<file path="src/rtl/lamp_mon_if.sv">
// Lamp monitor bus: the traffic controller's lamp requests in, and the checked lamp drive and fault status out.
// handshake: none -- every signal is a level sampled on each rising clk, except tick_1s, which is a one-cycle strobe.
interface lamp_mon_if;
  logic       tick_1s;
  logic [2:0] road1_in;
  logic [2:0] road2_in;
  logic       fault_clr;
  logic [2:0] road1_lamp;
  logic [2:0] road2_lamp;
  logic       fault;
  logic [1:0] fault_code;
  logic       state_dbg;

  modport master (
    output tick_1s, road1_in, road2_in, fault_clr,
    input  road1_lamp, road2_lamp, fault, fault_code, state_dbg
  );

  modport slave (
    input  tick_1s, road1_in, road2_in, fault_clr,
    output road1_lamp, road2_lamp, fault, fault_code, state_dbg
  );
endinterface

</file>
<file path="src/rtl/lamp_safety_monitor.sv">
// Safety monitor between the traffic FSM and the lamps: passes valid codes through and latches a flashing-red FAULT.
// Optional macro LAMP_MON_STICKY_EN: FAULT can only be left through rst.
module lamp_safety_monitor #(
  parameter int MIN_GREEN   = 8,
  parameter int FLASH_TICKS = 1
) (
  input  logic       clk,
  input  logic       rst,
  lamp_mon_if.slave  bus
);

  typedef enum logic {S_PASS = 1'b0, S_FAULT = 1'b1} state_t;

  localparam logic [2:0] RED        = 3'b001;
  localparam logic [2:0] YELLOW     = 3'b010;
  localparam logic [2:0] GREEN      = 3'b100;
  localparam logic [7:0] MIN_G      = 8'(MIN_GREEN);
  localparam logic [7:0] FLASH_LAST = 8'(FLASH_TICKS - 1);

  state_t     state_q, state_d;
  logic [2:0] lamp1_q, lamp1_d, lamp2_q, lamp2_d;
  logic [2:0] prev1_q, prev1_d, prev2_q, prev2_d;
  logic [7:0] green1_q, green1_d, green2_q, green2_d;
  logic [7:0] fcnt_q, fcnt_d;
  logic       flash_q, flash_d;
  logic       fault_q, fault_d;
  logic [1:0] code_q, code_d;

  logic       valid1, valid2, invalid, conflict, short1, short2;
  logic [1:0] det_code;
  logic       exit_req;

  function automatic logic is_lamp_code(input logic [2:0] v);
    return (v == RED) || (v == YELLOW) || (v == GREEN);
  endfunction

  // A short green is judged against the count accumulated before this cycle.
  always_comb begin
    valid1   = is_lamp_code(bus.road1_in);
    valid2   = is_lamp_code(bus.road2_in);
    invalid  = !valid1 || !valid2;
    conflict = valid1 && valid2 && (bus.road1_in != RED) && (bus.road2_in != RED);
    short1   = (prev1_q == GREEN) && (bus.road1_in != GREEN) && (green1_q < MIN_G);
    short2   = (prev2_q == GREEN) && (bus.road2_in != GREEN) && (green2_q < MIN_G);
    if (invalid)               det_code = 2'b01;
    else if (conflict)         det_code = 2'b10;
    else if (short1 || short2) det_code = 2'b11;
    else                       det_code = 2'b00;
  end

`ifdef LAMP_MON_STICKY_EN
  logic unused_fault_clr;
  assign unused_fault_clr = bus.fault_clr;
  assign exit_req = 1'b0;
`else
  assign exit_req = bus.fault_clr && (bus.road1_in == RED) && (bus.road2_in == RED);
`endif

  always_comb begin
    state_d  = state_q;
    lamp1_d  = lamp1_q;
    lamp2_d  = lamp2_q;
    fault_d  = fault_q;
    code_d   = code_q;
    flash_d  = flash_q;
    fcnt_d   = fcnt_q;
    prev1_d  = bus.road1_in;
    prev2_d  = bus.road2_in;
    green1_d = (bus.road1_in != GREEN) ? 8'd0 :
               (bus.tick_1s && (green1_q < MIN_G)) ? green1_q + 8'd1 : green1_q;
    green2_d = (bus.road2_in != GREEN) ? 8'd0 :
               (bus.tick_1s && (green2_q < MIN_G)) ? green2_q + 8'd1 : green2_q;

    case (state_q)
      S_PASS: begin
        if (det_code != 2'b00) begin
          // Violating codes never reach the lamps; entry shows red and ignores a coincident tick.
          state_d = S_FAULT;
          fault_d = 1'b1;
          code_d  = det_code;
          flash_d = 1'b1;
          fcnt_d  = 8'd0;
          lamp1_d = RED;
          lamp2_d = RED;
        end else begin
          lamp1_d = bus.road1_in;
          lamp2_d = bus.road2_in;
        end
      end
      S_FAULT: begin
        if (exit_req) begin
          state_d  = S_PASS;
          fault_d  = 1'b0;
          code_d   = 2'b00;
          flash_d  = 1'b1;
          fcnt_d   = 8'd0;
          green1_d = 8'd0;
          green2_d = 8'd0;
          lamp1_d  = bus.road1_in;
          lamp2_d  = bus.road2_in;
        end else begin
          if (bus.tick_1s) begin
            if (fcnt_q == FLASH_LAST) begin
              fcnt_d  = 8'd0;
              flash_d = !flash_q;
            end else begin
              fcnt_d = fcnt_q + 8'd1;
            end
          end
          lamp1_d = flash_d ? RED : 3'b000;
          lamp2_d = flash_d ? RED : 3'b000;
        end
      end
      default: state_d = S_PASS;
    endcase
  end

  always_ff @(posedge clk) begin
    if (rst) begin
      state_q  <= S_PASS;
      lamp1_q  <= RED;
      lamp2_q  <= RED;
      fault_q  <= 1'b0;
      code_q   <= 2'b00;
      flash_q  <= 1'b1;
      fcnt_q   <= 8'd0;
      green1_q <= 8'd0;
      green2_q <= 8'd0;
      prev1_q  <= RED;
      prev2_q  <= RED;
    end else begin
      state_q  <= state_d;
      lamp1_q  <= lamp1_d;
      lamp2_q  <= lamp2_d;
      fault_q  <= fault_d;
      code_q   <= code_d;
      flash_q  <= flash_d;
      fcnt_q   <= fcnt_d;
      green1_q <= green1_d;
      green2_q <= green2_d;
      prev1_q  <= prev1_d;
      prev2_q  <= prev2_d;
    end
  end

  assign bus.road1_lamp = lamp1_q;
  assign bus.road2_lamp = lamp2_q;
  assign bus.fault      = fault_q;
  assign bus.fault_code = code_q;
  assign bus.state_dbg  = state_q;

endmodule

</file>
<file path="src/flat_wrapper.sv">
// flat-port wrapper written by rule: the top's interface ports become plain ports
module lamp_safety_monitor_flat 
#(
  parameter int MIN_GREEN   = 8,
  parameter int FLASH_TICKS = 1
)
  (clk, rst, bus_tick_1s, bus_road1_in, bus_road2_in, bus_fault_clr, bus_road1_lamp, bus_road2_lamp, bus_fault, bus_fault_code, bus_state_dbg);
  lamp_mon_if bus_i ();
  input  logic clk;
  input  logic rst;
  input wire logic [$bits(bus_i.tick_1s)-1:0] bus_tick_1s;
  input wire logic [$bits(bus_i.road1_in)-1:0] bus_road1_in;
  input wire logic [$bits(bus_i.road2_in)-1:0] bus_road2_in;
  input wire logic [$bits(bus_i.fault_clr)-1:0] bus_fault_clr;
  output wire logic [$bits(bus_i.road1_lamp)-1:0] bus_road1_lamp;
  output wire logic [$bits(bus_i.road2_lamp)-1:0] bus_road2_lamp;
  output wire logic [$bits(bus_i.fault)-1:0] bus_fault;
  output wire logic [$bits(bus_i.fault_code)-1:0] bus_fault_code;
  output wire logic [$bits(bus_i.state_dbg)-1:0] bus_state_dbg;
  assign bus_i.tick_1s = bus_tick_1s;
  assign bus_i.road1_in = bus_road1_in;
  assign bus_i.road2_in = bus_road2_in;
  assign bus_i.fault_clr = bus_fault_clr;
  assign bus_road1_lamp = bus_i.road1_lamp;
  assign bus_road2_lamp = bus_i.road2_lamp;
  assign bus_fault = bus_i.fault;
  assign bus_fault_code = bus_i.fault_code;
  assign bus_state_dbg = bus_i.state_dbg;
  lamp_safety_monitor #(.MIN_GREEN(MIN_GREEN), .FLASH_TICKS(FLASH_TICKS)) u_core (.clk(clk), .rst(rst), .bus(bus_i));
endmodule
</file>
<file path="config.mk">
export PLATFORM = sky130hd
export DESIGN_NAME = lamp_safety_monitor_flat
export DESIGN_NICKNAME = d
export VERILOG_FILES = /design/src/rtl/lamp_mon_if.sv /design/src/rtl/lamp_safety_monitor.sv /design/src/flat_wrapper.sv
export SDC_FILE = /design/constraint.sdc
export NUM_CORES = 1
export LEC_CHECK = 0
export CORE_MARGIN = 3
export CORE_UTILIZATION = 52
export DETAILED_ROUTE_END_ITERATION = 12
export PLACE_DENSITY = 0.75
export SLEW_MARGIN = 20
export SYNTH_ARGS = -nofsm -noshare
export SYNTH_HDL_FRONTEND = slang
export SYNTH_SLANG_ARGS = --single-unit
</file>
<file path="constraint.sdc">
create_clock -name clk -period 2.71 [get_ports clk]
set_input_delay 0.271 -clock clk [delete_from_list [all_inputs] [get_ports clk]]
set_output_delay 0.271 -clock clk [all_outputs]
set_load 0.02 [all_outputs]
</file>
==> metrics <==
Reg area 820.8 sq um; post-synthesis cell count 186; final setup fails 0; Post-DP HPWL 2.520 mm; fill count 270; Hold Path Class flop to flop; critical path class input pin to flop; layout cells sized above 1 13.33%; CTS tree built; EDFF count, synth 0; Leak 0.8108 nW; largest net degree at the start of global routing 17; die area 4127 sq um; Die Y 64.25 microns; first-pass GRT wire length 5.989 mm; CTS Buffer Depth 2; Max stage delay cell, worst path clkdlybuf4s50_1; CTS Sinks 41; VDD IR max 0.4263 mV; Worst R2R Setup Slack 910 ps; RSZ-0062 raised after global routing false; input/output buffers 19; FP Rows 20; footprint of the multi-input gates 883.3 sq um; worst hold path endpoint u_core.green1_q[3]$_SDFF_PP0_; Cell Area, Synth 1764 sq um; Pins Over Slew Limit 0; initial DRC count 89; Synth Flop Type dfxtp_1; clock skew 4.863 ps; Slew headroom 63.06%; Post-route DRC 0; met3 global-route usage 6.503%; maximum capacitance violations 0; final instance area 2097 sq um; commonest non-fill, non-tap cells in the layout dfxtp_1, nor2_1, clkdlybuf4s50_1; # hold bufs at CTS 0; Antenna Nets Post-Route 0; Hold Crit Start u_core.green1_q[3]$_SDFF_PP0_; min cycle time layout 2033 ps; Fmax achieved 492.0 MHz; Routed Wire Length 3.355 mm; Ports 20; routability cong. 0.8075; Worst Hold Depth 1; actual slew at the worst max-slew pin 549.8 ps; Period Utilization, post-route 75.01%; Yosys top cell area share 46.52%; final hold violations 0; Nets 223; via count 1,362; H-tree Lvls 2; WL/cell 13.21 microns; CTS clk-pin slew, worst paths 120 ps; run status complete, no violations; critical path's top delay family simple AND/OR/NAND/NOR gates; Horiz. Die Dim 64.25 microns; cts bufs inserted 5; Critical Path Max Stage Delay 540 ps; warnings from Yosys 0; initial core utilization 55.95%; Worst R2R End u_core.fcnt_q[3]$_SDFFE_PP0P_; Finished Core Util 66.51%; Setup TNS 0 ps; commonest non-fill, non-tap cell in the layout dfxtp_1; crit path cell chain clkdlybuf4s50_1, nor3b_1, nor4_4, a211oi_2, nand3b_4, a32o_1; Synth cell types 46; synthesized net count 200; CP max FO 13; CP startpoint kind input pin; core area 3153 sq um; Area Growth Syn to Fin 18.87%; Synth area leader dfxtp_1; FF-to-FF Start u_core.green1_q[7]$_SDFF_PP0_; synthesized area per cell 9.485 sq um; vias in the first global route 1,341; PD cells 571.5 nW/um^2; CTS resizes 0; met2 GRT Util 31.06%; initial antenna violation count 0; Seq/Total Area, Yosys 46.52%; gr usage total 18.67%; Setup Fix Bufs, Post-CTS 0; Bufs and invs on worst path 1; Root Buffer clkbuf_4; Post-DP Area 1994 sq um; synthesis-stage register bit count 41; vias per inst 5.362; Post-synth ARST share 0%; R2R depth 5; n_diodes 0; crit path DAT 2280 ps; top post-synthesis cells by area dfxtp_1, nor2_1, and2_1; Skew-Pair Late Insertion Delay 340 ps; Worst setup EP type flop; met1 Resource Use GR 22.37%; Overflow after GRT 0; CP Data Required Time 2950 ps; DRT Pass-1 Iters 4; GRT busiest layer met2
-- registers in the layout, indices dropped and copies added (netlist names) --
register               cells
u_core.bus.fault           1
u_core.bus.fault_code      2
u_core.bus.road1_lamp      3
u_core.bus.road2_lamp      3
u_core.bus.state_dbg       1
u_core.fcnt_q              8
u_core.flash_q             1
u_core.green1_q            8
u_core.green2_q            8
u_core.prev1_q             3
u_core.prev2_q             3
-- cells by family after synthesis --
| group | share of synthesized area (%) |
|---|---|
| AO/OA/AOI/OAI | 15.60 |
| XOR/XNOR | 2.482 |
| adder cells (fa/ha/maj) | 2.837 |
| buffers and inverters | 3.404 |
| flip-flops | 46.52 |
| multiplexers | 0.5674 |
| AND/OR/NAND/NOR | 28.58 |
-- worst reg2reg max path, delay by kind of cell (launching register included) --
kind	cells	cell delay [ps]
AO/OA/AOI/OAI	2	320
flip-flops	1	330
AND/OR/NAND/NOR	3	1050
-- synthesized netlist by cell type, types with 2 or more instances --
cell type	count
o211ai_2	2
nand4_1	3
o21ai_0	4
nor4b_1	3
and2_1	11
nand2_1	12
or3_1	3
inv_1	10
nor2b_1	2
ha_1	4
clkbuf_1	3
xor2_1	4
nor2_1	23
a31oi_1	3
a41oi_1	2
nor3b_1	2
a31oi_2	2
or2_2	3
dfxtp_1	41
nor3b_2	4
o21a_1	3
a21oi_1	7
nor3_1	3
nand3_1	8
o21ai_1	3
-- routing by layer --
layer	up-vias	part of all wire, %
met1	631	46
met4	0	0.57
met5	-	0
met3	2	3.7
li1	707	-
met2	22	50
-- how the worst max path moves through the flow --
stage	depth (start not counted)	to	slack [ps]	startpoint
2_1_floorplan	6	u_core.fcnt_q[5]$_SDFFE_PP0P_	1010	u_core.green2_q[6]$_SDFF_PP0_
3_3_place_gp	6	u_core.flash_q$_SDFFE_PP1P_	410	bus_road2_in[0]
4_1_cts	6	u_core.flash_q$_SDFFE_PP1P_	670	bus_road2_in[0]
3_5_place_dp	6	u_core.flash_q$_SDFFE_PP1P_	280	bus_road2_in[0]
5_1_grt	6	u_core.flash_q$_SDFFE_PP1P_	520	bus_road2_in[0]
6_report	6	u_core.flash_q$_SDFFE_PP1P_	680	bus_road2_in[0]
-- stage by stage --
step                power (mW)  setup WS (ps)  hold slack [ps]  instances
floorplan               0.6899           1014            377.6        186
global placement        0.7321          405.2            434.7        246
detailed placement      0.7339          283.6            446.8        246
CTS                      1.213          670.4            481.1        254
global route             1.253          521.8            496.7        254
finish                   1.198          677.3            477.0        254
-- report_power, final --
| part | internal (mW) | total [mW] | leakage [nW] | switching, mW |
|---|---|---|---|---|
| clock | 0.286 | 0.478 | 0.0552 | 0.192 |
| combinational | 0.0458 | 0.0995 | 0.422 | 0.0537 |
| sequential | 0.615 | 0.621 | 0.334 | 0.00627 |
| total | 0.946 | 1.20 | 0.811 | 0.252 |
-- layout make-up --
type / instances / area share [%]
Multi-Input combinational cell: 131 / 42.12
Timing Repair Buffer: 20 / 9.427
Sequential cell: 41 / 39.14
Clock buffer: 5 / 1.790
Clock inverter: 3 / 3.103
Tap cell: 44 / 2.625
Inverter: 10 / 1.790
Note: power is estimated with default switching activity, not from simulation.
